File: src/rtl/gh_pkg.sv
// Shared constants for the note-chart game flow: state encoding, default sizes
// and a small compile-time helper.
package gh_pkg;

    localparam logic [2:0] ENC_IDLE    = 3'd0;
    localparam logic [2:0] ENC_CLEAR   = 3'd1;
    localparam logic [2:0] ENC_COUNTIN = 3'd2;
    localparam logic [2:0] ENC_PLAY    = 3'd3;
    localparam logic [2:0] ENC_DRAIN   = 3'd4;
    localparam logic [2:0] ENC_PAUSE   = 3'd5;

    typedef enum logic [2:0] {
        ST_IDLE    = ENC_IDLE,
        ST_CLEAR   = ENC_CLEAR,
        ST_COUNTIN = ENC_COUNTIN,
        ST_PLAY    = ENC_PLAY,
        ST_DRAIN   = ENC_DRAIN,
        ST_PAUSE   = ENC_PAUSE
    } gh_state_t;

    localparam int DEF_STEP_PERIOD = 16777216;
    localparam int DEF_SONG_LEN    = 89;
    localparam int DEF_LANES       = 3;
    localparam int LANE_DEPTH      = 8;

    function automatic int max_int(input int a, input int b);
        return (a > b) ? a : b;
    endfunction

endpackage

File: src/rtl/chart_sequencer_step_timer.sv
// Scroll-step divider: counts 0..PERIOD-1 while running and emits a one-cycle tick
// at PERIOD-1. Hold parks the count at PERIOD-1 instead of wrapping, discarding that tick.
module step_timer
    import gh_pkg::*;
#(
    parameter int PERIOD = DEF_STEP_PERIOD
) (
    input  logic sysclk,
    input  logic reset,
    input  logic i_clear,
    input  logic i_run,
    input  logic i_hold,
    output logic o_tick
);

    localparam int            CW       = $clog2(PERIOD);
    localparam logic [CW-1:0] CNT_LAST = CW'(PERIOD - 1);
    localparam logic [CW-1:0] CNT_ONE  = CW'(1);

    logic [CW-1:0] r_cnt;
    logic          w_at_last;

    assign w_at_last = (r_cnt == CNT_LAST);
    assign o_tick    = i_run & ~i_hold & w_at_last;

    // Divider count; frozen when not running, parked at the last value under hold.
    always_ff @(posedge sysclk or posedge reset) begin
        if (reset) begin
            r_cnt <= '0;
        end else if (i_clear) begin
            r_cnt <= '0;
        end else if (i_run && !w_at_last) begin
            r_cnt <= r_cnt + CNT_ONE;
        end else if (i_run && !i_hold) begin
            r_cnt <= '0;
        end else begin
            r_cnt <= r_cnt;
        end
    end

endmodule

File: src/rtl/chart_sequencer.sv
// Game-flow controller for the note lanes: clear, count-in, chart playback with
// optional loop, drain, pause/resume and abort. All outputs are registered.
module chart_sequencer
    import gh_pkg::*;
#(
    parameter int STEP_PERIOD   = DEF_STEP_PERIOD,
    parameter int SONG_LEN      = DEF_SONG_LEN,
    parameter int ADDR_W        = 7,
    parameter int LANES         = DEF_LANES,
    parameter int COUNTIN_STEPS = 8,
    parameter int DRAIN_STEPS   = LANE_DEPTH
) (
    input  logic              sysclk,
    input  logic              reset,
    input  logic              start,
    input  logic              pause_toggle,
    input  logic              stop,
    input  logic              loop_en,
    input  logic [LANES-1:0]  song_data,
    output logic [ADDR_W-1:0] song_addr,
    output logic              shift_en,
    output logic [LANES-1:0]  shift_bit,
    output logic              lane_clear,
    output logic              playing,
    output logic              paused,
    output logic              song_done
);

    localparam int                SW        = $clog2(max_int(COUNTIN_STEPS, DRAIN_STEPS) + 1);
    localparam logic [SW-1:0]     CIN_LAST  = SW'(COUNTIN_STEPS - 1);
    localparam logic [SW-1:0]     DRN_LAST  = SW'(DRAIN_STEPS - 1);
    localparam logic [SW-1:0]     STEP_ONE  = SW'(1);
    localparam logic [ADDR_W-1:0] ADDR_LAST = ADDR_W'(SONG_LEN - 1);
    localparam logic [ADDR_W-1:0] ADDR_ONE  = ADDR_W'(1);

    gh_state_t         r_state;
    gh_state_t         r_saved;
    logic [ADDR_W-1:0] r_addr;
    logic [SW-1:0]     r_step;
    logic              r_shift_en;
    logic [LANES-1:0]  r_shift_bit;
    logic              r_lane_clear;
    logic              r_playing;
    logic              r_paused;
    logic              r_song_done;

    logic w_active;
    logic w_tick;

    assign w_active = (r_state == ST_COUNTIN) || (r_state == ST_PLAY) || (r_state == ST_DRAIN);

    step_timer #(
        .PERIOD (STEP_PERIOD)
    ) u_step_timer (
        .sysclk  (sysclk),
        .reset   (reset),
        .i_clear (r_state == ST_CLEAR),
        .i_run   (w_active & ~stop),
        .i_hold  (pause_toggle),
        .o_tick  (w_tick)
    );

    // Game-flow FSM with step/address counters; strobes default low every cycle.
    always_ff @(posedge sysclk or posedge reset) begin
        if (reset) begin
            r_state      <= ST_IDLE;
            r_saved      <= ST_IDLE;
            r_addr       <= '0;
            r_step       <= '0;
            r_shift_en   <= 1'b0;
            r_shift_bit  <= '0;
            r_lane_clear <= 1'b0;
            r_playing    <= 1'b0;
            r_paused     <= 1'b0;
            r_song_done  <= 1'b0;
        end else begin
            r_shift_en   <= 1'b0;
            r_shift_bit  <= '0;
            r_lane_clear <= 1'b0;
            r_song_done  <= 1'b0;
            if (stop && (r_state != ST_IDLE)) begin
                r_state      <= ST_IDLE;
                r_lane_clear <= 1'b1;
                r_addr       <= '0;
                r_step       <= '0;
                r_playing    <= 1'b0;
                r_paused     <= 1'b0;
            end else begin
                case (r_state)
                    ST_IDLE: begin
                        if (start) begin
                            r_state      <= ST_CLEAR;
                            r_lane_clear <= 1'b1;
                            r_addr       <= '0;
                            r_step       <= '0;
                        end
                    end
                    ST_CLEAR: begin
                        r_state   <= ST_COUNTIN;
                        r_step    <= '0;
                        r_playing <= 1'b1;
                    end
                    ST_COUNTIN, ST_PLAY, ST_DRAIN: begin
                        if (pause_toggle) begin
                            r_saved   <= r_state;
                            r_state   <= ST_PAUSE;
                            r_playing <= 1'b0;
                            r_paused  <= 1'b1;
                        end else if (w_tick) begin
                            r_shift_en <= 1'b1;
                            if (r_state == ST_PLAY) begin
                                r_shift_bit <= song_data;
                                if (r_addr >= ADDR_LAST) begin
                                    r_song_done <= 1'b1;
                                    if (loop_en) begin
                                        r_addr <= '0;
                                    end else begin
                                        r_state <= ST_DRAIN;
                                        r_step  <= '0;
                                    end
                                end else begin
                                    r_addr <= r_addr + ADDR_ONE;
                                end
                            end else if (r_state == ST_COUNTIN) begin
                                if (r_step == CIN_LAST) begin
                                    r_state <= ST_PLAY;
                                    r_step  <= '0;
                                end else begin
                                    r_step <= r_step + STEP_ONE;
                                end
                            end else begin
                                if (r_step == DRN_LAST) begin
                                    r_state   <= ST_IDLE;
                                    r_step    <= '0;
                                    r_addr    <= '0;
                                    r_playing <= 1'b0;
                                end else begin
                                    r_step <= r_step + STEP_ONE;
                                end
                            end
                        end
                    end
                    ST_PAUSE: begin
                        if (pause_toggle) begin
                            r_state   <= r_saved;
                            r_playing <= 1'b1;
                            r_paused  <= 1'b0;
                        end
                    end
                    default: begin
                        r_state   <= ST_IDLE;
                        r_addr    <= '0;
                        r_step    <= '0;
                        r_playing <= 1'b0;
                        r_paused  <= 1'b0;
                    end
                endcase
            end
        end
    end

    assign song_addr  = r_addr;
    assign shift_en   = r_shift_en;
    assign shift_bit  = r_shift_bit;
    assign lane_clear = r_lane_clear;
    assign playing    = r_playing;
    assign paused     = r_paused;
    assign song_done  = r_song_done;

endmodule
File: config.mk
export PLATFORM = sky130hd
export DESIGN_NAME = chart_sequencer
export DESIGN_NICKNAME = d
export VERILOG_FILES = /design/src/rtl/gh_pkg.sv /design/src/rtl/chart_sequencer_step_timer.sv /design/src/rtl/chart_sequencer.sv
export SDC_FILE = /design/constraint.sdc
export NUM_CORES = 1
export LEC_CHECK = 0
export BUFFER_PORTS_ARGS = -buffer_cell sky130_fd_sc_hd__buf_2
export CAP_MARGIN = 40
export CORE_ASPECT_RATIO = 1.75
export CORE_MARGIN = 8
export CORE_UTILIZATION = 30
export CTS_BUF_LIST = sky130_fd_sc_hd__clkbuf_8 sky130_fd_sc_hd__clkbuf_16
export DETAILED_ROUTE_END_ITERATION = 10
export GPL_TIMING_DRIVEN = 0
export SYNTH_ARGS = -nofsm -noshare
export SYNTH_HDL_FRONTEND = slang
export SYNTH_SLANG_ARGS = --single-unit
File: constraint.sdc
create_clock -name sysclk -period 2.92 [get_ports sysclk]
set_input_delay 0 -clock sysclk [delete_from_list [all_inputs] [get_ports sysclk]]
set_output_delay 0 -clock sysclk [all_outputs]
set_load 0.005 [all_outputs]
# Word-level counts from Yosys, hierarchy flattened
# Cells that the tools add are included.
[totals]
regBits = 49
in_bits = 9
output_inout_bits = 15
elab_cells = 131
[op_classes]
add_sub_neg = 3
magnitude_cmp = 1
eq_ne = 28
n_mux = 63
n_bitwise = 6
reduce_logical = 19
[ops]
columns = ["cell", "count"]
rows = [
  ["$mux W24", 3],
  ["$mux W7", 9],
  ["$mux W3", 16],
  ["$mux W4", 8],
  ["$ne A4 B4 Y1 const B", 7],
  ["$add A24 B1 Y24 const B", 1],
  ["$eq A24 B24 Y1 const B", 1],
  ["$mux W1", 22],
  ["$pmux W7 S3", 1],
  ["$ne A5 B5 Y1 const B", 4],
  ["$reduce_and A6 Y1", 3],
  ["$ne A3 B3 Y1 const B", 4],
  ["$pmux W3 S4", 1],
  ["$pmux W4 S3", 1],
  ["$add A7 B1 Y7 const B", 1],
  ["$ge A7 B7 Y1 const B", 1],
  ["$reduce_and A7 Y1", 1],
  ["$eq A3 B2 Y1 const B", 2],
  ["$eq A3 B3 Y1 const B", 2],
  ["$reduce_and A3 Y1", 2],
  ["$reduce_bool A3 Y1", 2],
  ["$add A4 B1 Y4 const B", 1],
  ["$eq A4 B3 Y1 const B", 1],
  ["$ne A2 B1 Y1 const B", 2],
  ["14 further kinds", 24],
]

# Longest topological paths before layout
[logic_depth]
word_depth = 10
ltp_mapped = 8
depth_no_buf = 6

# By module
# From an unflattened synthesis, not the netlist that was laid out.
[hier_totals]
cells_unflattened = 318
hier_area_um2 = 3020.4
[modules_own_cells]
columns = ["module", "instances", "cells_each", "area_per_inst_um2", "seq_area_each_um2"]
rows = [
  ["chart_sequencer", 1, 170, 1564.0, 625.6],
  ["step_timer", 1, 148, 1456.4, 600.6],
]

# Least setup slack after synthesis
# Ideal clock, no wire load.
[synth_timing]
path_kind = "register -> register"
start = "reg u_step_timer.r_cnt[0]"
end = "reg u_step_timer.r_cnt[22]"
t_arrival_ns = 1.963
required_time_ns = 2.856
slack_ns = 0.893
path_stages_with_launch = 8
path_buffers = 1
synth_period_minus_slack_ns = 2.027
cell_sequence = "dfrtp_1 ha_1 nand4_2 or3_1 clkbuf_2 or4_1 a21oi_1 a21o_1"
[synth_between]
elab_chain_len = 5
word_cells_on_any_way = 7
classes_between = "add/sub: 1; eq/ne: 1; mux: 2; reduce/logical: 3"
[synth_lines]
columns = ["element", "line_no", "rtl"]
rows = [
  ["start, declared", "chart_sequencer_step_timer.sv:20", "logic [CW-1:0] r_cnt;"],
  ["start signal, assigned", "chart_sequencer_step_timer.sv:33", "r_cnt <= r_cnt + CNT_ONE;"],
  ["start signal, assigned", "chart_sequencer_step_timer.sv:37", "r_cnt <= r_cnt;"],
  ["branches (longest 5 deep; another with $add A24 B1 Y24)", "n/a", ""],
]
# Parallel ways; which one is timed is not known.
# A chain may end at the register's enable or synchronous reset.

# Final worst setup path
[layout_timing]
start = "reg u_step_timer.r_cnt[0]"
end = "reg r_step[3]"
[layout_between]
elab_chain_len = 4
[layout_lines]
columns = ["element", "line_no", "rtl"]
rows = [
  ["$eq A24 B24 Y1", "chart_sequencer_step_timer.sv:23", "assign w_at_last = (r_cnt == CNT_LAST);"],
  ["$and A1 B1 Y1", "chart_sequencer_step_timer.sv:24", "assign o_tick = i_run & ~i_hold & w_at_last;"],
  ["$ne A3 B2 Y1 (no source line)", "n/a", ""],
  ["$reduce_and A6 Y1 (no source line)", "n/a", ""],
  ["end signal, assigned", "chart_sequencer.sv:129", "r_step <= r_step + STEP_ONE;"],
  ["end signal, assigned", "chart_sequencer.sv:138", "r_step <= r_step + STEP_ONE;"],
  ["end, declared", "chart_sequencer.sv:39", "logic [SW-1:0] r_step;"],
]
# Every way passes these cells.

==> impl_metrics.tcl <==
set metrics [dict create \
    status "finished, final reports clean" \
    switching_share_pct 37.0 \
    clk_pin_slew_ns 0.07 \
    relSlewSlack_pct 56.9 \
    ys_ff_latch 49 \
    cts_buffers 5 \
    synth_nets 339 \
    arrival_ns 2.72 \
    fin_nets 374 \
    yosys-top-cells-area "dfrtp_1, nand3_1, a211o_1" \
    pwr_density_cell_nw_per_um2 668 \
    rows 48 \
    syn-cell-area_um2 2980 \
    dr.pass1.iters 6 \
    vdd_ir_drop_max_v 0.000254 \
    die_height_um 148 \
    viasPerCell 5.50 \
    hold_start "pause_toggle" \
    post_cts_buffers 0 \
    max_freq_ghz 0.393 \
    area_growth_pct 17.1 \
    cts-resized-gates 0 \
    cts_hold_buffers 5 \
    power_frac_clock_pct 29.4 \
    start_kind "flip-flop" \
    pwr-share-seq_pct 35.6 \
    synth_cell_types 67 \
    crit-reg2reg-launch "u_step_timer.r_cnt[0]$_DFFE_PP0P_" \
    synth_area_per_cell_um2 9.13 \
    min_delay_path_depth 3 \
    fin_tns_setup_ns 0 \
    setup_slack_ns 0.373 \
    routabilityCongestion 0.938 \
    htree_levels 2 \
    core_region_area_um2 9790 \
    rsz0062_at_grt "false" \
    start_util_pct 30.4 \
    die-area_um2 13500 \
    yosysTopAreaCell "dfrtp_1" \
    startpoint "u_step_timer.r_cnt[0]$_DFFE_PP0P_" \
    n_fill_cell 995 \
    period_needed_ns 2.55 \
    pin_count 24 \
    place_hpwl_um 5860 \
    r2r_cells 8 \
    cts_max_path_buffers 2 \
    globalRoute.totalOverflow 0 \
    initialDrtViolationCount 120 \
    required_ns 3.09 \
    finalInstanceArea_um2 3480 \
    crit_fanout 10 \
    slew_violations 0 \
    dpl_cell_area_um2 3260 \
    syn_inst 326 \
    cts.sink_count 49 \
    p_leak_nw 1.67 \
    p_int_w 0.00147 \
    ant_nets 0 \
    ys_warn_count 0 \
    die_x_um 91.3 \
    finalSetupViolations 0 \
    clock_latency_ns 0.29 \
    power.switching_w 0.000862 \
    ys_seq_area_share_pct 41.2 \
    yosys.area.top_type_share_pct 41.2 \
    async_reset_ff_share_pct 100 \
    num_antenna_cells 0 \
    multiInputGateArea_um2 1630 \
    grt_pass1_wl_um 13200 \
    synth_edf_count 0 \
    fin_crit_sh_pct 87.2 \
    worst_path_largest_cell_delay_ns 0.43 \
    finalWirelength_um 7870 \
    drcViolationCount 0 \
    fin_skew_ns 0.00328 \
    p_comb_share_pct 35.0 \
    dpl_worst_slack_ns 0.374 \
    finalHoldViolCount 0 \
    criticalPathCategory "flip-flop to flip-flop" \
    drive_above_1_share_pct 16.3 \
    grt_antenna_before_repair 0 \
    ys.flop_type "dfrtp_1" \
    grt_pass1_vias 2691 \
    vias 2678 \
    cts_root_buf "clkbuf_16" \
    endpoint_kind "flip-flop" \
    wl_per_cell_um 16.2 \
    tightestPinTransition_ns 0.640 \
    track_usage_pct 12.1 \
    critical-path-slowest-cell "dfrtp_1" \
    numPortBuffers 22 \
    cts_tree "done" \
    worstPathCellList "ha_1 > nand4_2 > nor3_1 > buf_2 > a211oi_2 > clkbuf_1 > o31ai_1 > o41ai_2" \
    regArea_um2 1230 \
    maxCapViolCount 0 \
    grt_max_degree 34 \
    hold_path.class "input pin to flip-flop" \
]
layer usage:
layer	share of wire [%]	global-route usage [%]	routed length, um
met4	2.5	6.68	197
met1	38	11.3	2950
met5	0	0	0
met2	57	23.9	4520
met3	2.5	2.23	193
logic make-up after synthesis:
group | count (synthesis) | synth area share [%]
buf+inv | 25 | 3.95
xor+xnor | 1 | 0.294
compound gates | 95 | 23.5
fa+ha+maj | 4 | 1.68
mux | 4 | 1.47
simple gates | 148 | 27.8
flops | 49 | 41.2
state kept, by name (all words and copies together) (netlist names):
name and flops:
u_step_timer.r_cnt 24, song_addr 7, r_step 4, r_saved 3
r_state 3, shift_bit 3, lane_clear 1, paused 1
playing 1, shift_en 1, song_done 1
final timing paths:
kind / endpoint / slack [ns]
min in group asynchronous: paused$_DFFE_PP0P_ / 0.26
max in group asynchronous: u_step_timer.r_cnt[4]$_DFFE_PP0P_ / 2.15
max reg2reg: r_step[3]$_DFFE_PP0P_ / 0.37
min reg2reg: r_saved[2]$_DFFE_PP0P_ / 0.50
min: paused$_DFFE_PP0P_ / 0.14
max: r_step[3]$_DFFE_PP0P_ / 0.37
power groups by stage:
stage	registers, W	logic [W]	clock network, W
after floorplan	0.000821	0.000584	0
after global routing	0.000837	0.000907	0.000729
after global placement	0.000835	0.000804	0
after detailed placement	0.000839	0.000818	0
after CTS	0.000826	0.000826	0.000703
final	0.000828	0.000814	0.000685
Yosys cell counts, types with 4 or more instances:
library cell and instances:
nor3b_1 4, a211o_1 13, ha_1 4, and2_1 5, a21oi_1 17, nand3_1 28
o21ai_0 17, dfrtp_1 49, inv_1 7, and3_1 12, nor2_1 15, nor4_1 4
nor2b_1 5, nand2_1 26, nor3_1 17, clkbuf_1 6, a21o_1 10, buf_2 6
nand2b_1 5, nand4_1 5, o31ai_1 8
metrics by stage:
stage          power (W)  hold WS (ns)  instances  utilization, %
3_5_place_dp     0.00166        0.0234        474            33.3
6_report         0.00233         0.145        487            35.6
4_1_cts          0.00236         0.140        487            35.6
3_3_place_gp     0.00164         0.207        473            33.1
5_1_grt          0.00247         0.146        487            35.6
2_1_floorplan    0.00141         0.129        326               -
worst max-delay path, delay by kind of cell (launching register included):
family | cells | cell delay [ns]
buffers and inverters | 2 | 0.61
and+or+nand+nor | 2 | 0.46
adders and majority gates | 1 | 0.29
AOI/OAI and AO/OA | 3 | 0.64
DFF | 1 | 0.43
placed cells by master (no fill, tap or decap), drive strengths merged, types with 3 or more instances in the layout:
cell type / n
dfrtp: 49
buf: 34
nand3: 30
nand2: 26
o21ai: 18
nor3: 17
a21oi: 17
nor2: 15
a211o: 14
and3: 13
clkbuf: 13
a21o: 10
o31ai: 8
inv: 8
nand4: 6
nor2b: 5
and2: 5
nand2b: 5
dlygate4sd3: 5
nor4: 5
or3: 5
nor3b: 4
ha: 4
o211ai: 4
or4: 3
a221o: 3
or2: 3
mux2: 3
cell type report:
class / count / area share, %
clock inverter: 2 / 0.969
tap: 125 / 4.49
timing repair buffer: 28 / 5.17
sequential: 49 / 35.2
inverter: 7 / 0.754
clock buffer: 6 / 3.99
multi-input combinational: 252 / 46.8
buffer: 18 / 2.62
No activity file was read; power rests on OpenSTA's default activity.
